[config.mk]
export PLATFORM = sky130hd
export DESIGN_NAME = run_detect_scheduler_flat
export DESIGN_NICKNAME = d
export VERILOG_FILES = /design/src/rtl/run_detect_scheduler_pkg.sv /design/src/rtl/run_detect_scheduler_if.sv /design/src/rtl/run_detect_scheduler_detector.sv /design/src/rtl/run_detect_scheduler.sv /design/src/flat_wrapper.sv
export SDC_FILE = /design/constraint.sdc
export NUM_CORES = 1
export LEC_CHECK = 0
export CORE_UTILIZATION = 47
export DETAILED_ROUTE_END_ITERATION = 10
export PLACE_DENSITY_LB_ADDON = 0.15
export SLEW_MARGIN = 30
export SYNTH_ARGS = -nofsm -noshare
export SYNTH_HDL_FRONTEND = slang
export SYNTH_HIERARCHICAL = 1
export SYNTH_SLANG_ARGS = --single-unit
[constraint.sdc]
create_clock -name clk -period 2.15 [get_ports clk]
set_input_delay 0.645 -clock clk [delete_from_list [all_inputs] [get_ports clk]]
set_output_delay 0.645 -clock clk [all_outputs]
set_load 0.005 [all_outputs]
[src/rtl/run_detect_scheduler_pkg.sv]
// Shared types for the run-detect scheduler: scheduler and detector state
// encodings plus the detector's Moore output decode.
package run_sched_pkg;

  typedef enum logic [1:0] {
    ST_IDLE  = 2'd0,
    ST_SHIFT = 2'd1,
    ST_FLUSH = 2'd2,
    ST_DONE  = 2'd3
  } sched_state_e;

  // A: reset, B: one 0, C: two or more 0s, D: one 1, E: two or more 1s
  typedef enum logic [2:0] {
    DET_A = 3'd0,
    DET_B = 3'd1,
    DET_C = 3'd2,
    DET_D = 3'd3,
    DET_E = 3'd4
  } det_state_e;

  // Detector output is high only in the "run of two or more" states.
  function automatic logic det_q_of(input det_state_e s);
    logic q;
    case (s)
      DET_C, DET_E: q = 1'b1;
      default:      q = 1'b0;
    endcase
    return q;
  endfunction

endpackage

[src/rtl/run_detect_scheduler_if.sv]
// Requester-side bus of the run-detect scheduler.
// word_cnt exists only when RUN_DETECT_STATS_EN is defined.
interface run_detect_scheduler_if #(
  parameter int NREQ  = 4,
  parameter int WIDTH = 8
);
  localparam int IDW = $clog2(NREQ);
  localparam int HW  = $clog2(WIDTH + 1);

  logic [NREQ-1:0]       req;
  logic [NREQ*WIDTH-1:0] data;
  logic [NREQ-1:0]       gnt;
  logic                  busy;
  logic                  ser_out;
  logic                  det_q;
  logic                  done;
  logic [IDW-1:0]        done_id;
  logic [HW-1:0]         hits;
`ifdef RUN_DETECT_STATS_EN
  logic [15:0]           word_cnt;
`endif

  // Requester side drives req/data and observes everything else.
  modport master (
    output req, data,
    input  gnt, busy, ser_out, det_q, done, done_id, hits
`ifdef RUN_DETECT_STATS_EN
    , input word_cnt
`endif
  );

  // Scheduler side.
  modport slave (
    input  req, data,
    output gnt, busy, ser_out, det_q, done, done_id, hits
`ifdef RUN_DETECT_STATS_EN
    , output word_cnt
`endif
  );

endinterface

[src/rtl/run_detect_scheduler_detector.sv]
// Serial run detector: 5-state Moore machine, high after two or more
// consecutive equal bits. clr returns it to A synchronously.
module run_detector
  import run_sched_pkg::*;
(
  input  logic clk,
  input  logic rst,
  input  logic clr,
  input  logic in,
  output logic q
);

  det_state_e state_q;
  det_state_e state_d;

  // Detector state register with asynchronous reset to A.
  always_ff @(posedge clk or posedge rst) begin
    if (rst) begin
      state_q <= DET_A;
    end else begin
      state_q <= state_d;
    end
  end

  // Next-state logic; a synchronous clear overrides the input bit.
  always_comb begin
    state_d = state_q;
    if (clr) begin
      state_d = DET_A;
    end else begin
      case (state_q)
        DET_A:   state_d = in ? DET_D : DET_B;
        DET_B:   state_d = in ? DET_D : DET_C;
        DET_C:   state_d = in ? DET_D : DET_C;
        DET_D:   state_d = in ? DET_E : DET_B;
        DET_E:   state_d = in ? DET_E : DET_B;
        default: state_d = DET_A;
      endcase
    end
  end

  assign q = det_q_of(state_q);

endmodule

[src/rtl/run_detect_scheduler.sv]
// Round-robin scheduler sharing one serial run detector among NREQ
// requesters. Each granted word is shifted MSB-first into the detector
// and the number of detector-high cycles is returned with the requester ID.
// Optional completed-word counter: define RUN_DETECT_STATS_EN.
module run_detect_scheduler
  import run_sched_pkg::*;
#(
  parameter int NREQ  = 4,
  parameter int WIDTH = 8
) (
  input  logic                  clk,
  input  logic                  rst,
  run_detect_scheduler_if.slave bus
);

  localparam int IDW = $clog2(NREQ);
  localparam int HW  = $clog2(WIDTH + 1);
  localparam int CW  = $clog2(WIDTH);

  sched_state_e     state_q, state_d;
  logic [WIDTH-1:0] shift_q, shift_d;
  logic [CW-1:0]    bitcnt_q, bitcnt_d;
  logic [IDW-1:0]   id_q, id_d;
  logic [IDW-1:0]   last_gnt_q, last_gnt_d;
  logic [NREQ-1:0]  gnt_q, gnt_d;
  logic             busy_q, busy_d;
  logic             done_q, done_d;
  logic [IDW-1:0]   done_id_q, done_id_d;
  logic [HW-1:0]    hits_q, hits_d;

  logic             pick_valid_s;
  logic [IDW-1:0]   pick_id_s;
  logic [IDW-1:0]   cand_s;
  logic [WIDTH-1:0] pick_word_s;
  logic             det_clr_s;
  logic             det_q_s;
  logic             ser_s;
  logic             hit_bit_s;

  assign ser_s = shift_q[WIDTH-1];

  // Shared detector. It is held clear while idle so no history leaks into
  // the next word, and cleared at the end of FLUSH once the last bit has
  // been counted.
  run_detector u_det (
    .clk (clk),
    .rst (rst),
    .clr (det_clr_s),
    .in  (ser_s),
    .q   (det_q_s)
  );

  // Round-robin pick: scan downward so the candidate closest after
  // last_gnt is written last and wins.
  always_comb begin
    pick_valid_s = 1'b0;
    pick_id_s    = '0;
    cand_s       = '0;
    for (int k = NREQ; k >= 1; k--) begin
      cand_s       = IDW'((int'(last_gnt_q) + k) % NREQ);
      pick_valid_s = pick_valid_s | bus.req[cand_s];
      pick_id_s    = bus.req[cand_s] ? cand_s : pick_id_s;
    end
  end

  // Select the winning requester's word from the flat data bus.
  always_comb begin
    pick_word_s = '0;
    for (int k = 0; k < NREQ; k++) begin
      pick_word_s = (pick_id_s == IDW'(k)) ? bus.data[k*WIDTH +: WIDTH] : pick_word_s;
    end
  end

  // Detector output contributes from the second SHIFT cycle on; the first
  // SHIFT cycle still shows the cleared state.
  assign hit_bit_s = det_q_s & (bitcnt_q != '0);

  // Scheduler next-state and registered-output logic.
  always_comb begin
    state_d    = state_q;
    shift_d    = shift_q;
    bitcnt_d   = bitcnt_q;
    id_d       = id_q;
    last_gnt_d = last_gnt_q;
    gnt_d      = '0;
    busy_d     = 1'b0;
    done_d     = 1'b0;
    done_id_d  = done_id_q;
    hits_d     = hits_q;
    det_clr_s  = 1'b0;
    case (state_q)
      ST_IDLE: begin
        det_clr_s = 1'b1;
        if (pick_valid_s) begin
          state_d  = ST_SHIFT;
          shift_d  = pick_word_s;
          bitcnt_d = '0;
          id_d     = pick_id_s;
          gnt_d    = {{(NREQ-1){1'b0}}, 1'b1} << pick_id_s;
          busy_d   = 1'b1;
          hits_d   = '0;
        end else begin
          state_d = ST_IDLE;
        end
      end
      ST_SHIFT: begin
        busy_d   = 1'b1;
        shift_d  = {shift_q[WIDTH-2:0], 1'b0};
        bitcnt_d = bitcnt_q + {{(CW-1){1'b0}}, 1'b1};
        hits_d   = hits_q + {{(HW-1){1'b0}}, hit_bit_s};
        if (bitcnt_q == CW'(WIDTH - 1)) begin
          state_d = ST_FLUSH;
        end else begin
          state_d = ST_SHIFT;
        end
      end
      ST_FLUSH: begin
        det_clr_s = 1'b1;
        busy_d    = 1'b1;
        done_d    = 1'b1;
        done_id_d = id_q;
        hits_d    = hits_q + {{(HW-1){1'b0}}, det_q_s};
        state_d   = ST_DONE;
      end
      ST_DONE: begin
        last_gnt_d = id_q;
        state_d    = ST_IDLE;
      end
      default: begin
        state_d = ST_IDLE;
      end
    endcase
  end

  // Scheduler state and output registers.
  always_ff @(posedge clk or posedge rst) begin
    if (rst) begin
      state_q    <= ST_IDLE;
      shift_q    <= '0;
      bitcnt_q   <= '0;
      id_q       <= '0;
      last_gnt_q <= IDW'(NREQ - 1);
      gnt_q      <= '0;
      busy_q     <= 1'b0;
      done_q     <= 1'b0;
      done_id_q  <= '0;
      hits_q     <= '0;
    end else begin
      state_q    <= state_d;
      shift_q    <= shift_d;
      bitcnt_q   <= bitcnt_d;
      id_q       <= id_d;
      last_gnt_q <= last_gnt_d;
      gnt_q      <= gnt_d;
      busy_q     <= busy_d;
      done_q     <= done_d;
      done_id_q  <= done_id_d;
      hits_q     <= hits_d;
    end
  end

  assign bus.gnt     = gnt_q;
  assign bus.busy    = busy_q;
  assign bus.ser_out = ser_s;
  assign bus.det_q   = det_q_s;
  assign bus.done    = done_q;
  assign bus.done_id = done_id_q;
  assign bus.hits    = hits_q;

`ifdef RUN_DETECT_STATS_EN
  logic [15:0] wcnt_q;

  // Completed-word counter; advances with each done pulse and saturates.
  always_ff @(posedge clk or posedge rst) begin
    if (rst) begin
      wcnt_q <= 16'h0000;
    end else if (done_d && (wcnt_q != 16'hFFFF)) begin
      wcnt_q <= wcnt_q + 16'h0001;
    end
  end

  assign bus.word_cnt = wcnt_q;
`endif

endmodule

[src/flat_wrapper.sv]
// flat-port wrapper written by rule: the top's interface ports become plain ports
module run_detect_scheduler_flat import run_sched_pkg::*;
#(
  parameter int NREQ  = 4,
  parameter int WIDTH = 8
)
  (clk, rst, bus_req, bus_data, bus_gnt, bus_busy, bus_ser_out, bus_det_q, bus_done, bus_done_id, bus_hits);
  run_detect_scheduler_if #(.NREQ(NREQ), .WIDTH(WIDTH)) bus_i ();
  input  logic clk;
  input  logic rst;
  input wire logic [$bits(bus_i.req)-1:0] bus_req;
  input wire logic [$bits(bus_i.data)-1:0] bus_data;
  output wire logic [$bits(bus_i.gnt)-1:0] bus_gnt;
  output wire logic [$bits(bus_i.busy)-1:0] bus_busy;
  output wire logic [$bits(bus_i.ser_out)-1:0] bus_ser_out;
  output wire logic [$bits(bus_i.det_q)-1:0] bus_det_q;
  output wire logic [$bits(bus_i.done)-1:0] bus_done;
  output wire logic [$bits(bus_i.done_id)-1:0] bus_done_id;
  output wire logic [$bits(bus_i.hits)-1:0] bus_hits;
  assign bus_i.req = bus_req;
  assign bus_i.data = bus_data;
  assign bus_gnt = bus_i.gnt;
  assign bus_busy = bus_i.busy;
  assign bus_ser_out = bus_i.ser_out;
  assign bus_det_q = bus_i.det_q;
  assign bus_done = bus_i.done;
  assign bus_done_id = bus_i.done_id;
  assign bus_hits = bus_i.hits;
  run_detect_scheduler #(.NREQ(NREQ), .WIDTH(WIDTH)) u_core (.clk(clk), .rst(rst), .bus(bus_i));
endmodule
Yosys cells after proc, flatten, opt, wreduce, memory -nomap -nowiden
Index checks and enable logic that the tools add are counted.
Widths: inputs -> output; s select.
{ "word_totals": {"register_bits": 32, "output_inout_bits": 14} }
{ "classes": {"shifts": 1, "n_reduce_logical": 14, "mux": 37, "magnitude_cmp": 4, "n_bitwise": 4, "eq_ne": 12, "n_addsub": 7} }
{ "op_table": {"columns": ["op", "count"], "rows": [
  ["$mux 8", 5],
  ["$pmux 8 s2", 1],
  ["$lt 2x3->1 const B", 4],
  ["$mux 2", 6],
  ["$mux 4", 3],
  ["$pmux 4 s3", 1],
  ["$mux 1", 10],
  ["$reduce_or 2->1", 5],
  ["$mux 3", 3],
  ["$pmux 3 s3", 1],
  ["$add 4x1->4", 2],
  ["$bmux 1 s2", 4],
  ["$eq 2x2->1 const B", 4],
  ["$pmux 2 s4", 1],
  ["$eq 3x2->1 const B", 2],
  ["$eq 3x3->1 const B", 2],
  ["$pmux 3 s2", 1],
  ["$reduce_and 2->1", 3],
  ["$reduce_bool 3->1", 2],
  ["$add 2x1->2 const B", 2],
  ["$add 2x2->2 const B", 2],
  ["$eq 2x1->1 const B", 2],
  ["$logic_not 2->1", 2],
  ["$shl 1x2->4 const A", 1],
  ["8 further kinds", 10]
]} }

Logic depth before layout (Yosys ltp)
Gate-level depths: netlist of run 1.
{ "depth": {"word_depth": 14, "mapped_depth": 9} }

By module
The synthesis of run 1 kept the hierarchy.
{ "by_module_without_submodules": {"columns": ["module", "cells_per_inst", "seq_area_each_um2", "n_inst", "area_each_um2"], "rows": [
  ["run_detect_scheduler", 163, 728.2, 1, 1642.8],
  ["run_detector", 17, 75.1, 1, 173.9]
]} }

Worst setup path after synthesis of run 1
Ideal clock, no wire load.
{ "synth_path": {"path_kind": "input -> register", "start": "input port bus_req[1]", "end": "register u_core.shift_q[1]", "setup_time_ns": 0.124, "slack_ns": 0.145, "required_time_ns": 2.026, "cell_stages": 6, "arrival_ns": 1.880, "path_cell_list": "or2_1 a311oi_2 buf_6 mux2_2 a22oi_1 a21oi_1"} }
{ "synth_between": {"elab_chain_len": 13, "word_cells_on_any_way": 27, "classes_between": "4 x eq/ne; 18 x mux; 3 x bitwise; 2 x reduce/logical"} }
{ "synth_rtl": {"columns": ["element", "line_no", "rtl"], "rows": [
  ["start, declared", "flat_wrapper.sv:11", "input wire logic [$bits(bus_i.req)-1:0] bus_req;"],
  ["$bmux 1 s2", "run_detect_scheduler.sv:61, run_detect_scheduler.sv:62", null],
  ["$mux 1 (implied by the code)", "run_detect_scheduler.sv:61, run_detect_scheduler.sv:62", null],
  ["$mux 2 (4 in series)", "run_detect_scheduler.sv:62", "pick_id_s = bus.req[cand_s] ? cand_s : pick_id_s;"],
  ["$logic_not 2->1", "run_detect_scheduler.sv:70", "pick_word_s = (pick_id_s == IDW'(k)) ? bus.data[k*WIDTH +: WIDTH] : pick_word_s;"],
  ["$mux 8 (4 in series)", "run_detect_scheduler.sv:70", null],
  ["$mux 8", "run_detect_scheduler.sv:94", "if (pick_valid_s) begin"],
  ["$pmux 8 s2", "run_detect_scheduler.sv:91", "case (state_q)"],
  ["end signal, assigned", "run_detect_scheduler.sv:150", "shift_q <= shift_d;"],
  ["end, declared", "run_detect_scheduler.sv:21", "logic [WIDTH-1:0] shift_q, shift_d;"]
]} }
Parallel ways exist; a longest one is shown, timed or not. The select of a mux whose other input is x is not followed.
A chain may end at the register's enable or synchronous reset.

Worst setup path in the final report of run 1
{ "layout_path": {"start": "input port bus_req[0]", "end": "register u_core.shift_q[5]"} }
The elaborated chain is that of the path after synthesis.

==> key figures, run 1 <==
Critical path
  • Slowest cell on crit path: a311oi_2
  • Max incr delay on CP: 0.31 ns
  • Critical Path Sink Type: flip-flop
  • WP data required: 2.31 ns
  • Worst path top cell family by delay: compound AO/OA/AOI/OAI gates
  • Worst R2R Path Depth: 6
  • CP Buf/Inv Count: 2
  • Critical Path Start Type: input pin
  • CP arrival: 2.24 ns
  • Critical-path cell list: dlygate4sd2_1 > or2_1 > a311oi_2 > buf_4 > mux2_4 > a22oi_2 > a21oi_1
  • Critical-path maximum fanout: 5
  • Levels on crit path: 7
  • Critical path class: in -> reg

Clock network
  • Reg clk slew, reported paths: 0.07 ns
  • H-tree levels: 2
  • CTS Buf Count: 5
  • Clk_lat worst skew: 0.29 ns
  • Root Driver: clkbuf_8
  • Clock Sinks: 32
  • CTS tree: yes
  • Post-CTS Hold Fix Bufs: 0
  • Max clock buf depth: 2

GRT
  • First-pass GRT wire length: 7800 um
  • Largest net degree at the start of global routing: 30
  • Tot GR Track Use: 25.4%
  • Number of global-route vias before repair: 1745
  • Initial antenna violation count: 0
  • Total gr overflow: 0

Job
  • Total of max-cap violations: 0

Floorplan
  • Core area: 3690 um^2
  • Number of I/O pins: 52
  • Initial core utilization: 49.3%
  • Die X: 64.2 um
  • Die area: 4120 um^2
  • Die Height: 64.2 um
  • Cell Rows: 22

Placed design
  • Detailed Place HPWL: 3520 um
  • PortBufs: 51
  • GP Congestion: 0.787

STA
  • Endpoints failing setup: 0
  • Slew @ Worst Pin: 0.486 ns
  • Final Hold Fails: 0
  • Sum of negative setup slack: 0 ns
  • RSZ-0062 raised after global routing: yes
  • Final min period: 2.08 ns
  • Slew Limit Fails: 0
  • Achievable Freq: 0.481 GHz
  • Worst Skew: 0.00386 ns
  • Worst slew margin: 67.6%
  • Period utilization: 96.7%

Routing
  • WL met1: 1860 um
  • WL met3: 208 um
  • Via count: 1685
  • Top layer reached by signal wires: met4
  • Final ANT Viol Nets: 0
  • Post-route DRC: 0
  • DRT Wirelength: 4690 um
  • Met2 Wirelength: 2510 um
  • First-pass iteration count of the detailed router: 5
  • Avg Vias per Cell: 5.51
  • DR iter-0 viols: 78
  • WL per Instance: 15.3 um

Synth
  • Syn_area_per_cell: 10.1 um^2
  • Syn_nets: 228
  • Synth async-reset ratio: 100%
  • Post-synthesis cell area: 1820 um^2
  • Post-synth EDFFs: 0
  • Top FF cell, synth: dfrtp_1
  • Synthesized instance count: 180
  • Yosys cell types: 44
  • Yosys warns: 6
  • Flops & latches, synth: 32
  • Sequential share of the synthesized area: 44.2%

Layout
  • Layout cell share with drive strength beyond 1: 21.7%
  • Number of nets in the layout: 305
  • Area delta synth->final: 47.5%
  • Leading cell type in the layout, fill and taps excluded: clkdlybuf4s50_1
  • Register area: 805 um^2
  • Commonest non-fill, non-tap cells in the layout: clkdlybuf4s50_1, dfrtp_1, buf_4
  • ANT cells: 0
  • Filler cells: 281
  • Final core utilization: 72.7%
  • Area of the multi-input gates: 1000 um^2

Pwr
  • Worst vdd ir: 0.729 mV
  • Leakage: 1.21 nW
  • PwrDens: 1190 nW/um^2

Worst hold path
  • Min-delay worst type: reg -> reg
  • Worst hold stages: 1

Run status
  • Status: finished, final reports clean
-- path summary, 6_finish.rpt --
| kind | startpoint | end | slack [ns] |
|---|---|---|---|
| setup / recovery | bus_req[0] | u_core/shift_q[5] | 0.07 |
| hold / removal | u_core/bus.done_id[1] | u_core/bus.done_id[1] | 0.51 |
| setup reg to reg | u_core/last_gnt_q[1] | u_core/shift_q[5] | 0.22 |
| hold reg to reg | u_core/bus.done_id[1] | u_core/bus.done_id[1] | 0.51 |
| max in group asynchronous | rst | u_core/last_gnt_q[1] | 1.08 |
| min in group asynchronous | rst | u_core/u_det/state_q[2] | 0.55 |
-- stage by stage --
step	hold WS (ns)	worst slack (ns)	instance area [um^2]	instances	total power, W
after global routing	0.522	-0.0233	2680	306	0.00343
after detailed placement	0.495	-0.377	2500	293	0.00261
final	0.507	0.0712	2680	306	0.00318
after CTS	0.510	0.0284	2670	306	0.00319
after global placement	0.479	-0.325	2500	293	0.00250
after floorplan	0.399	0.145	1820	180	0.00199
-- final cells by class --
class | instances | area share (%)
Timing Repair Buffer | 75 | 25.7
Sequential cell | 32 | 30.0
Clock inverter | 2 | 0.373
Inverter | 9 | 1.26
Tap cell | 48 | 2.24
Clock buffer | 6 | 3.08
Multi-Input combinational cell | 134 | 37.3
-- kinds of logic after synthesis --
group	synth area share (%)
multiplexers	7.37
AND/OR/NAND/NOR	15.8
flip-flops	44.2
adder cells (fa/ha/maj)	6.89
buffers and inverters	3.44
XOR/XNOR	1.45
AO/OA/AOI/OAI	20.8
-- sequential cells by signal (all words and copies together), names as in the netlist, 2 cells and up, named ones only --
name / flops
u_core/shift_q: 8
u_core/bus.gnt: 4
u_core/bus.hits: 4
u_core/bitcnt_q: 3
u_core/u_det/state_q: 3
u_core/bus.done_id: 2
u_core/id_q: 2
u_core/last_gnt_q: 2
-- metal layers --
metal	vias up	global-route usage (%)
met3	11	4.82
met4	0	12.5
met2	48	45.5
li1	811	-
met1	815	28.7
met5	-	0
-- worst register-to-register path: stages, from the launching register on --
cell	delay, ns
dfstp_2	0.64
nor3b_1	0.09
a311oi_2	0.31
buf_4	0.23
mux2_4	0.31
a22oi_2	0.15
a21oi_1	0.08
-- power breakdown --
part / leakage (nW) / switching [W] / internal (W) / total [W]
combinational: 0.763 / 0.000753 / 0.000872 / 0.00163
sequential: 0.397 / 0.000213 / 0.000868 / 0.00108
clock: 0.0510 / 0.000221 / 0.000255 / 0.000476
total: 1.21 / 0.00119 / 0.00200 / 0.00318
-- timing repair --
item                       CTS  global route
cloned                       1             0
pin swaps                    6             2
setup endpoints to repair    9             7
buffers inserted             4             0
resized for setup           16             2
-- cell usage after synthesis (all sizes together) (4+ instances only) --
cell    number  area [um^2]
o21ai       12         60.1
a22oi        8         60.1
o22ai        6         37.5
inv          9         33.8
nor2        10         37.5
ha          10          125
a21oi       15         75.1
mux2        11          124
nand3b       4         30.0
nand2       13         48.8
nand2b       5         31.3
nor3b        4         35.0
dfrtp       30          751
Note: power is estimated with default switching activity, not from simulation.
==> run 2: changes to the inputs <==
MAX_ROUTING_LAYER = met4   (was not set)
==> key figures, run 2 (synthesized netlist as in run 1, its figures left out) <==
Clock network
  • CTS tree: yes
  • CTS Buf Count: 5
  • Clock Sinks: 32
  • Max clock buf depth: 2
  • Root Driver: clkbuf_8
  • Clk_lat worst skew: 0.29 ns
  • Reg clk slew, reported paths: 0.07 ns
  • H-tree levels: 2

Floorplan
  • Die area: 4120 um^2
  • Initial core utilization: 49.3%
  • Die Height: 64.2 um
  • Core area: 3690 um^2
  • Cell Rows: 22
  • Number of I/O pins: 52
  • Die X: 64.2 um

Routing
  • Final ANT Viol Nets: 0
  • Post-route DRC: 0
  • Avg Vias per Cell: 5.66
  • Via count: 1738
  • DRT Wirelength: 4840 um
  • DR iter-0 viols: 83
  • First-pass iteration count of the detailed router: 6
  • WL per Instance: 15.8 um

Placed design
  • GP Congestion: 0.799
  • PortBufs: 51
  • Placed Instances: 293
  • Detailed Place HPWL: 3560 um

Worst hold path
  • Min-delay worst type: reg -> reg
  • Hold_sp: u_core/bus.done_id[0]
  • Hold Path Sink: u_core/bus.done_id[0]
  • Worst hold stages: 1

Layout
  • Largest Register: u_core/shift_q
  • Number of nets in the layout: 306
  • ANT cells: 0
  • Leading cell type in the layout, fill and taps excluded: clkdlybuf4s50_1
  • Layout cell share with drive strength beyond 1: 23.9%
  • Commonest non-fill, non-tap cells in the layout: clkdlybuf4s50_1, dfrtp_1, buf_4
  • Area delta synth->final: 49.4%
  • Cell Count, Final, Fillers Out: 307
  • Filler cells: 275
  • Max FFs per register: 8

Critical path
  • Critical path class: in -> reg
  • WP data required: 2.32 ns
  • Slowest cell on crit path: mux2_2
  • CP Buf/Inv Count: 2
  • Critical Path Start Type: input pin
  • R2r setup slk: 0.18 ns
  • Critical-path cell list: dlygate4sd2_1 > or2_1 > a311oi_2 > buf_4 > mux2_2 > a22oi_2 > a21oi_1
  • Worst reg2reg endpoint: u_core/shift_q[7]
  • Critical-path maximum fanout: 5
  • Worst path top cell family by delay: compound AO/OA/AOI/OAI gates
  • Max incr delay on CP: 0.34 ns
  • Critical Path Sink Type: flip-flop
  • Reg-to-reg startpoint: u_core/last_gnt_q[1]
  • CP arrival: 2.26 ns
  • Worst R2R Path Depth: 6

STA
  • Final Hold Fails: 0
  • Period utilization: 97.4%
  • Achievable Freq: 0.478 GHz
  • Slew Limit Fails: 0
  • RSZ-0062 raised after global routing: yes
  • Final hold slack: 0.519 ns
  • Final min period: 2.09 ns
  • Worst slew margin: 68.3%
  • Slew @ Worst Pin: 0.470 ns
  • Worst Skew: 0.00297 ns
  • Endpoints failing setup: 0

GRT
  • First-pass GRT wire length: 8080 um
  • Tot GR Track Use: 26.8%
  • Total gr overflow: 0
  • Number of global-route vias before repair: 1795
  • Largest net degree at the start of global routing: 30
  • Initial antenna violation count: 0

Pwr
  • Worst vdd ir: 0.690 mV
  • Leakage: 1.21 nW
  • Power, Total: 0.00335 W
  • PwrDens: 1230 nW/um^2

Run status
  • Status: finished, final reports clean

Job
  • Total of max-cap violations: 0
-- run 2: cell types whose count changed in the layout (fill, tap and decap cells not counted), sizes merged --
cell / delta
clkbuf: -1
bufinv: +1
clkdlybuf4s50: -1
buf: +1
clkinv: -1
dlymetal6s2s: +1
clkinvlp: +1
-- run 2: report_power, final --
part | leakage, nW | switching (W) | total, W | internal, W
clock network | 0.0541 | 0.000236 | 0.000578 | 0.000343
registers | 0.397 | 0.000221 | 0.00109 | 0.000868
logic | 0.763 | 0.000789 | 0.00168 | 0.000891
-- run 2: area by class of cell --
class,instances,area [um^2],share of cell area [%]
Tap cell,48,60.1,2.21
Sequential cell,32,805,29.6
Inverter,9,33.8,1.24
Clock inverter,3,42.5,1.57
Multi-Input combinational cell,134,1010,37.1
Clock buffer,5,68.8,2.53
Timing Repair Buffer,76,699,25.8
-- run 2: repair_timing --
item,CTS,global route
endpoints found under the setup margin,9,9
gates cloned,1,0
resized for setup,10,10
pin swaps,8,7
buffers inserted,3,2
hold buffers,0,0
-- run 2: stage by stage --
| step | setup WS [ns] | setup TNS (ns) | util, % | instance area (um^2) |
|---|---|---|---|---|
| CTS | 0.00563 | 0 | 72.1 | 2660 |
| floorplan | 0.145 | 0 | - | 1820 |
| global placement | -0.326 | -3.20 | 67.8 | 2500 |
| global route | -0.0281 | -0.0608 | 73.6 | 2720 |
| finish | 0.0558 | 0 | 73.6 | 2720 |
| detailed placement | -0.371 | -3.88 | 67.8 | 2500 |
-- run 2: worst max-delay path by stage --
stage / from / end / depth (start not counted)
final: bus_req[1] / u_core/shift_q[7] / 7
after global routing: bus_req[1] / u_core/shift_q[6] / 7
after CTS: u_core/u_det/state_q[1] / bus_det_q / 3
after detailed placement: bus_req[1] / u_core/shift_q[1] / 7
after global placement: bus_req[1] / u_core/shift_q[7] / 7
after floorplan: bus_req[1] / u_core/shift_q[1] / 6
-- run 2: layer usage --
layer / wire, um / global-route usage (%)
met1: 1890 / 29.5
met2: 2620 / 47.6
met3: 245 / 4.46
met4: 88 / 11.4
met5: 0 / -
==> run 3: changes to the inputs <==
CORE_MARGIN = 5   (was not set)
GPL_ROUTABILITY_DRIVEN = 0   (was not set)
==> key figures, run 3 (synthesized netlist as in run 1, its figures left out) <==
Run status
  • Status: finished, final reports clean

Layout
  • Number of nets in the layout: 300
  • Register area: 805 um^2
  • Layout cell share with drive strength beyond 1: 19.8%
  • Max FFs per register: 8
  • Commonest non-fill, non-tap cells in the layout: clkdlybuf4s50_1, dfrtp_1, buf_4
  • ANT cells: 0
  • Leading cell type in the layout, fill and taps excluded: clkdlybuf4s50_1
  • Largest Register: u_core/shift_q
  • Filler cells: 280
  • Area delta synth->final: 45.9%
  • Area of the multi-input gates: 995 um^2

Clock network
  • Clock Sinks: 32
  • Max clock buf depth: 2
  • H-tree levels: 2
  • Reg clk slew, reported paths: 0.06 ns
  • Clk_lat worst skew: 0.28 ns
  • CTS Buf Count: 5
  • Root Driver: clkbuf_8
  • CTS tree: yes
  • Post-CTS Hold Fix Bufs: 0

STA
  • RSZ-0062 raised after global routing: no
  • Final Hold Fails: 0
  • Final min period: 2.06 ns
  • Achievable Freq: 0.486 GHz
  • Slew Limit Fails: 0
  • Final hold slack: 0.500 ns
  • Worst Skew: 0.00563 ns
  • Slew @ Worst Pin: 0.470 ns
  • Endpoints failing setup: 0
  • Worst slew margin: 68.7%
  • Period utilization: 95.8%

Pwr
  • Sequential share of power: 34.2%
  • Logic gate share of total power: 48.5%
  • Pint: 0.00204 W
  • Power, Total: 0.00319 W
  • Net Sw Power: 0.00115 W
  • PwrDens: 1200 nW/um^2
  • Switching part of the total: 36.0%
  • Worst vdd ir: 0.812 mV
  • Clock share of power: 17.3%
  • Leakage: 1.19 nW

Routing
  • Avg Vias per Cell: 5.42
  • First-pass iteration count of the detailed router: 4
  • DRT Wirelength: 4530 um
  • DR iter-0 viols: 87
  • WL per Instance: 15.0 um
  • Via count: 1630
  • Post-route DRC: 0
  • Final ANT Viol Nets: 0

GRT
  • First-pass GRT wire length: 7530 um
  • Initial antenna violation count: 0
  • Largest net degree at the start of global routing: 30
  • Number of global-route vias before repair: 1629
  • Total gr overflow: 0
  • Tot GR Track Use: 18.9%

Critical path
  • Levels on crit path: 7
  • Reg-to-reg startpoint: u_core/state_q[0]
  • Worst reg2reg endpoint: u_core/bus.hits[1]
  • Critical-path maximum fanout: 5
  • CP arrival: 2.22 ns
  • Max incr delay on CP: 0.35 ns
  • R2r setup slk: 0.30 ns
  • Critical Path Start Type: input pin
  • Worst Setup EP: u_core/shift_q[7]
  • Critical Path Sink Type: flip-flop
  • Critical-path cell list: dlygate4sd2_1 > or2_1 > a311oi_2 > buf_4 > mux2_2 > a22oi_2 > a21oi_1
  • Setup crit start: bus_req[0]
  • Critical path class: in -> reg
  • Worst R2R Path Depth: 7
  • Worst path top cell family by delay: compound AO/OA/AOI/OAI gates
  • WP data required: 2.31 ns
  • CP Buf/Inv Count: 2
  • Slowest cell on crit path: mux2_2

Floorplan
  • Number of I/O pins: 52
  • Cell Rows: 22
  • Die X: 72.2 um
  • Core area: 3720 um^2
  • Initial core utilization: 48.9%
  • Die Height: 72.2 um
  • Die area: 5210 um^2

Placed design
  • PortBufs: 51
  • Detailed Place HPWL: 3550 um

Worst hold path
  • Min-delay worst type: reg -> reg

Job
  • Total of max-cap violations: 0
==> run 3: through the flow <==
stage | setup TNS, ns | worst slack (ns) | cell area, um^2 | cells | util (%)
after CTS | 0 | 0.0929 | 2650 | 301 | 71.3
after global placement | -2.85 | -0.319 | 2480 | 290 | 66.7
after global routing | 0 | 0.00265 | 2650 | 301 | 71.3
after detailed placement | -3.39 | -0.371 | 2480 | 290 | 66.7
after floorplan | 0 | 0.145 | 1820 | 180 | -
final | 0 | 0.0907 | 2650 | 301 | 71.3
==> run 3: power by group through the flow <==
stage,logic (W),clock network (W),registers (W)
floorplan,0.000959,0,0.00103
global placement,0.00141,0,0.00107
detailed placement,0.00147,0,0.00111
CTS,0.00155,0.000569,0.00109
global route,0.00171,0.000593,0.00113
finish,0.00154,0.000551,0.00109
==> run 3: worst min path at each step <==
| stage | startpoint | end | slack, ns | cells past startpoint |
|---|---|---|---|---|
| floorplan | rst | u_core/u_det/state_q[0] | 0.40 | 1 |
| global placement | u_core/id_q[1] | u_core/id_q[1] | 0.48 | 2 |
| detailed placement | u_core/id_q[1] | u_core/id_q[1] | 0.49 | 2 |
| CTS | u_core/id_q[1] | u_core/id_q[1] | 0.51 | 2 |
| global route | u_core/shift_q[0] | u_core/shift_q[0] | 0.54 | 1 |
| finish | u_core/id_q[1] | u_core/id_q[1] | 0.50 | 2 |
==> run 3: area by class of cell <==
class,instances,share of cell area [%]
Sequential cell,32,30.3
Multi-Input combinational cell,134,37.5
Inverter,9,1.27
Clock buffer,6,2.74
Tap cell,48,2.27
Clock inverter,2,1.32
Timing Repair Buffer,70,24.5
==> run 3: routing by layer <==
| metal | routed length (um) | global-route usage (%) | up-vias |
|---|---|---|---|
| met3 | 172 | 3.32 | 4 |
| met4 | 39 | 5.01 | 0 |
| met2 | 2410 | 32.3 | 39 |
| li1 | - | - | 802 |
| met5 | 0 | - | - |
| met1 | 1900 | 22.9 | 785 |
==> run 3: tightest hold or removal path, delay by kind of cell, from the launching register on <==
| kind | cells | cell delay [ns] |
|---|---|---|
| DFF | 1 | 0.36 |
| and+or+nand+nor | 2 | 0.10 |
==> run 3: repair_timing <==
action,CTS,global route
resized for setup,17,1
cloned,1,0
setup endpoints to repair,9,3
setup buffers,2,0
pin swaps,7,1
